**src/rtl/player_move_ctrl.sv**
```systemverilog
// Turns raw button levels into one-cycle step pulses, with a delayed auto-repeat
// for held buttons. Button inputs are synchronised, and opposing directions cancel.
module player_move_ctrl #(
  parameter int TICK_DIV    = 4,
  parameter int DELAY_TICKS = 3,
  parameter int RATE_TICKS  = 2
) (
  input  logic       clk,
  input  logic       reset,
  input  logic       ctrl_up,
  input  logic       ctrl_down,
  input  logic       ctrl_left,
  input  logic       ctrl_right,
  input  logic       enable,
  output logic       step_up,
  output logic       step_down,
  output logic       step_left,
  output logic       step_right,
  output logic [1:0] state
);

  localparam int MAX_TICKS = (DELAY_TICKS > RATE_TICKS) ? DELAY_TICKS : RATE_TICKS;
  localparam int RW        = (MAX_TICKS > 1) ? $clog2(MAX_TICKS) : 1;
  localparam int TW        = $clog2(TICK_DIV);

  localparam logic [RW-1:0] DELAY_LAST = RW'(DELAY_TICKS - 1);
  localparam logic [RW-1:0] RATE_LAST  = RW'(RATE_TICKS - 1);
  localparam logic [TW-1:0] TICK_LAST  = TW'(TICK_DIV - 1);

  typedef enum logic [1:0] {
    S_IDLE   = 2'd0,
    S_DELAY  = 2'd1,
    S_REPEAT = 2'd2
  } state_t;

  // Direction vectors use the bit order {up, down, left, right}.
  logic [3:0]    sync1, sync2, eff;
  logic [TW-1:0] tick_cnt;
  logic          tick;
  state_t        state_q, state_d;
  logic [RW-1:0] rpt_cnt, rpt_d;
  logic [3:0]    last_dir, last_d;
  logic [3:0]    step_q, step_d;

  // NOTE: sequential state is updated with non-blocking assignments only, so every
  // flop samples values from before the edge regardless of block ordering.
  always_ff @(posedge clk) begin
    if (reset) begin
      sync1 <= '0;
      sync2 <= '0;
    end else begin
      sync1 <= {ctrl_up, ctrl_down, ctrl_left, ctrl_right};
      sync2 <= sync1;
    end
  end

  assign eff = {sync2[3] & ~sync2[2], sync2[2] & ~sync2[3],
                sync2[1] & ~sync2[0], sync2[0] & ~sync2[1]};

  always_ff @(posedge clk) begin
    if (reset)             tick_cnt <= '0;
    else if (tick)         tick_cnt <= '0;
    else                   tick_cnt <= tick_cnt + 1'b1;
  end

  assign tick = (tick_cnt == TICK_LAST);

  always_ff @(posedge clk) begin
    if (reset) begin
      state_q  <= S_IDLE;
      rpt_cnt  <= '0;
      last_dir <= '0;
      step_q   <= '0;
    end else begin
      state_q  <= state_d;
      rpt_cnt  <= rpt_d;
      last_dir <= last_d;
      step_q   <= step_d;
    end
  end

  // NOTE: every output of this block gets a default first, so no path can infer a latch.
  always_comb begin
    state_d = state_q;
    rpt_d   = rpt_cnt;
    last_d  = last_dir;
    step_d  = '0;
    if (!enable) begin
      state_d = S_IDLE;
      rpt_d   = '0;
    end else begin
      case (state_q)
        S_IDLE: begin
          if (eff != '0) begin
            step_d  = eff;
            last_d  = eff;
            rpt_d   = '0;
            state_d = S_DELAY;
          end
        end
        S_DELAY, S_REPEAT: begin
          if (eff == '0) begin
            state_d = S_IDLE;
            rpt_d   = '0;
          end else if (eff != last_dir) begin
            // A changed direction restarts the press and overrides any tick this cycle.
            step_d  = eff;
            last_d  = eff;
            rpt_d   = '0;
            state_d = S_DELAY;
          end else if (tick) begin
            if (rpt_cnt == ((state_q == S_DELAY) ? DELAY_LAST : RATE_LAST)) begin
              step_d  = last_dir;
              rpt_d   = '0;
              state_d = S_REPEAT;
            end else begin
              rpt_d = rpt_cnt + 1'b1;
            end
          end
        end
        default: begin
          state_d = S_IDLE;
          rpt_d   = '0;
        end
      endcase
    end
  end

  assign {step_up, step_down, step_left, step_right} = step_q;
  assign state = state_q;

endmodule

```
**config.mk**
```make
export PLATFORM = sky130hd
export DESIGN_NAME = player_move_ctrl
export DESIGN_NICKNAME = d
export VERILOG_FILES = /design/src/rtl/player_move_ctrl.sv
export SDC_FILE = /design/constraint.sdc
export NUM_CORES = 1
export LEC_CHECK = 0
export BUFFER_PORTS_ARGS = -buffer_cell sky130_fd_sc_hd__buf_2
export CORE_ASPECT_RATIO = 1.1
export CORE_MARGIN = 3
export CORE_UTILIZATION = 51
export DETAILED_ROUTE_END_ITERATION = 10
export PLACE_DENSITY = 0.77
export SLEW_MARGIN = 25
export SYNTH_ARGS = -nofsm -noshare
export SYNTH_HDL_FRONTEND = slang
export SYNTH_SLANG_ARGS = --single-unit
```
**constraint.sdc**
```tcl
create_clock -name clk -period 1.79 [get_ports clk]
set_input_delay 0.0895 -clock clk [delete_from_list [all_inputs] [get_ports clk]]
set_output_delay 0.0895 -clock clk [all_outputs]
set_load 0.005 [all_outputs]
```
==> impl_metrics.tcl <==
set metrics [dict create \
    critical_path.reg2reg.endpoint "last_dir[2]$_SDFFE_PP0P_" \
    worstHoldPathType "in2reg" \
    finalPower_mw 1.12 \
    ant_nets 0 \
    total_power_divided_by_cell_area_nw_per_um2 748 \
    worstSkewPairLatency_ns 0.33 \
    synth.avg_cell_area_um2 9.70 \
    grt_pass1_wl_um 4360 \
    die_height_um 56.7 \
    cts-root-buf "sky130_fd_sc_hd__clkbuf_4" \
    antenna_cells_inserted 0 \
    library_cell_occupying_the_most_area_in_the_post_synthesis_netlist "sky130_fd_sc_hd__dfxtp_1" \
    cts_tree "built" \
    finalSetupViolations 0 \
    post_synthesis_xor_xnor_area_fraction 0.0294 \
    startpoint_type "flop" \
    drive_above_1_share 0.307 \
    power.ir.vdd_worst_mv 0.526 \
    rrSetupSlack_ns 0.08 \
    cts_max_level 1 \
    crit_arrival_ns 1.96 \
    initial_utilization 0.567 \
    die-width_um 52.1 \
    r2r_start "sync2[3]$_SDFF_PP0_" \
    report.final.slew_viol_count 0 \
    nets 170 \
    synth.ff_latch_count 22 \
    setup.worst_path.class "reg2reg" \
    clock_sink_count 22 \
    synth_compound_gate_area_share 0.0985 \
    crit_path_end_kind "flop" \
    io_buffers 12 \
    hold_path_startpoint "reset" \
    post_synth_instance_area_um2 1190 \
    area.sequential_um2 444 \
    die_area_um2 2960 \
    synthAdderAreaFrac 0.126 \
    transition_time_at_the_pin_with_the_least_slew_margin_ns 0.312 \
    maxSlewHeadroom 0.792 \
    worstSetupStartpoint "sync2[3]$_SDFF_PP0_" \
    post_synth_inst_count 123 \
    grt.overflow.total 0 \
    drcViolationCount 0 \
    num-fill-cells 146 \
    leading_cell_type_in_the_layout_fill_and_taps_excluded "sky130_fd_sc_hd__dfxtp_1" \
    first_global_vias 1036 \
    worst_r2r_path_depth 7 \
    worst_clock_skew_ns 0.0113 \
    drtIter0Drc 26 \
    crit_end "last_dir[2]$_SDFFE_PP0P_" \
    synthSimpleGateAreaFrac 0.289 \
    layout_worst_path_cycle_share 0.954 \
    synth_top_family_by_area "simple AND/OR/NAND/NOR gates" \
    grt_antenna_before_repair 0 \
    cts.clk_slew.worst_paths_ns 0.12 \
    routed-via-count 1027 \
    ys_types 34 \
    path_max_fanout 5 \
    route.detailed.wl_per_inst_um 14.8 \
    standard_cell_rows 17 \
    cellLeakagePower_nw 0.591 \
    rsz_0062_raised_after_global_routing "true" \
    final.min_clock_period_ns 1.71 \
    post_synth_main_area_contributors "sky130_fd_sc_hd__dfxtp_1 37%, sky130_fd_sc_hd__ha_1 13%, sky130_fd_sc_hd__nand3_1 7.1%" \
    multi_input_comb_area_um2 773 \
    status "finished, final reports clean" \
    final_cell_mix "19 x sky130_fd_sc_hd__dfxtp_1, 17 x sky130_fd_sc_hd__nand3_1, 12 x sky130_fd_sc_hd__buf_2" \
    synth-warning-count 0 \
    globalplace.congestion 0.834 \
    finalHoldViolCount 0 \
    post-route-worst-setup-slack_ns 0.0820 \
    tritoncts.num_buffers 3 \
    fmaxAchievable_ghz 0.585 \
    data_required_critical_path_ns 2.04 \
    postSynthNetCount 142 \
    synth_seq_area_share 0.369 \
    postRouteWirelength_um 2630 \
    design.core.area_um2 2110 \
    synth.top_cell.area_share 0.369 \
    fin_worst_hold_slack_ns 0.131 \
    place.detailed.hpwl_um 1710 \
    grt_max_degree 21 \
    layout-area-overhead-vs-synth_pct 25.6 \
    first_pass_iters 4 \
    route.detailed.vias_per_inst 5.77 \
    post-place-ws_ns 0.0344 \
    grt_util_all_layers 0.193 \
    clock_path_buffers 2 \
    cap_viol_max_count 0 \
    synth.area.mux_share 0.0503 \
    pin_count 13 \
]
## worst max-delay path, stage by stage (launching register included)
cell                      delay (ns)
sky130_fd_sc_hd__dfxtp_1        0.41
sky130_fd_sc_hd__inv_1          0.08
sky130_fd_sc_hd__ha_1           0.24
sky130_fd_sc_hd__xnor2_2        0.16
sky130_fd_sc_hd__and4_4         0.22
sky130_fd_sc_hd__a21oi_2        0.16
sky130_fd_sc_hd__buf_4          0.17
sky130_fd_sc_hd__mux2i_1        0.19
## how the worst min path moves through the flow
stage	slack, ns	cells after the start	endpoint
2_1_floorplan	0.22	1	sync1[0]$_SDFF_PP0_
3_3_place_gp	0.30	2	sync1[2]$_SDFF_PP0_
3_5_place_dp	0.31	2	sync1[2]$_SDFF_PP0_
4_1_cts	0.12	2	sync2[3]$_SDFF_PP0_
5_1_grt	0.13	2	sync2[3]$_SDFF_PP0_
6_report	0.13	2	sync2[3]$_SDFF_PP0_
## where the power goes
group          switching [mW]  total (mW)  internal, mW
clock network           0.163       0.390         0.227
logic                   0.105       0.206         0.101
registers              0.0144       0.526         0.511
total                   0.282        1.12         0.839
## cell families (layout without fill, tap and decap cells)
kind of cell	Yosys count	in the layout
AO/OA/AOI/OAI	14	14
multiplexers	6	6
XOR/XNOR	4	4
buffers and inverters	10	36
AND/OR/NAND/NOR	55	56
adder cells (fa/ha/maj)	12	12
flip-flops	22	22
## through the flow
step	instance area, um^2	util	instances	setup TNS [ns]
final	1500	0.712	178	0
after floorplan	1190	-	123	0
after CTS	1420	0.672	175	0
after global routing	1500	0.712	178	-0.0626
after global placement	1320	0.628	167	0
after detailed placement	1320	0.628	167	0
## state kept, by name, indices dropped and copies added, names as in the netlist
signal and flops:
last_dir 4, rpt_cnt 2, state 2, step_q 4, sync1 4, sync2 4
tick_cnt 2
## synth_stat cells
cell                        number
sky130_fd_sc_hd__nand4b_1        2
sky130_fd_sc_hd__o21ai_0         2
sky130_fd_sc_hd__nand3_1        17
sky130_fd_sc_hd__nor2b_1         8
sky130_fd_sc_hd__a21o_1          1
sky130_fd_sc_hd__or2_2           1
sky130_fd_sc_hd__or3_1           2
sky130_fd_sc_hd__a21oi_1         1
sky130_fd_sc_hd__xnor2_1         4
sky130_fd_sc_hd__a21oi_2         2
sky130_fd_sc_hd__o211ai_1        2
sky130_fd_sc_hd__and4_4          1
sky130_fd_sc_hd__dfxtp_1        22
sky130_fd_sc_hd__nand2_1         3
sky130_fd_sc_hd__a21boi_2        2
sky130_fd_sc_hd__mux2i_1         6
sky130_fd_sc_hd__a21bo_2         1
sky130_fd_sc_hd__nor3_1          1
sky130_fd_sc_hd__clkbuf_1        2
sky130_fd_sc_hd__nand4bb_1       1
sky130_fd_sc_hd__inv_1           7
sky130_fd_sc_hd__buf_6           1
sky130_fd_sc_hd__nand4_1         4
sky130_fd_sc_hd__nor3b_2         1
sky130_fd_sc_hd__a311oi_2        1
sky130_fd_sc_hd__nor3b_1         1
sky130_fd_sc_hd__nor4_2          1
sky130_fd_sc_hd__and3_1          1
sky130_fd_sc_hd__a41oi_1         1
sky130_fd_sc_hd__nand2b_1        9
sky130_fd_sc_hd__ha_1           12
sky130_fd_sc_hd__a31oi_1         1
sky130_fd_sc_hd__nor2_1          1
sky130_fd_sc_hd__and3_4          1
## layout make-up
type,instances,area share
Clock inverter,1,0.0200
Inverter,7,0.0175
Multi-Input combinational cell,92,0.516
Sequential cell,22,0.296
Tap cell,28,0.0234
Timing Repair Buffer,25,0.112
Clock buffer,3,0.0150
## per-layer routing
layer  routed length (um)  track usage
met2                 1320        0.289
met4                   71        0.142
met1                 1140        0.234
met5                    0            0
met3                   96       0.0451
## timing repair
action                     CTS  global route
gates resized for setup      0             9
setup endpoints to repair    0            11
setup buffers                0             2
hold endpoints to repair     4             0
hold buffers                 4             0
Note: power is estimated with default switching activity, not from simulation.
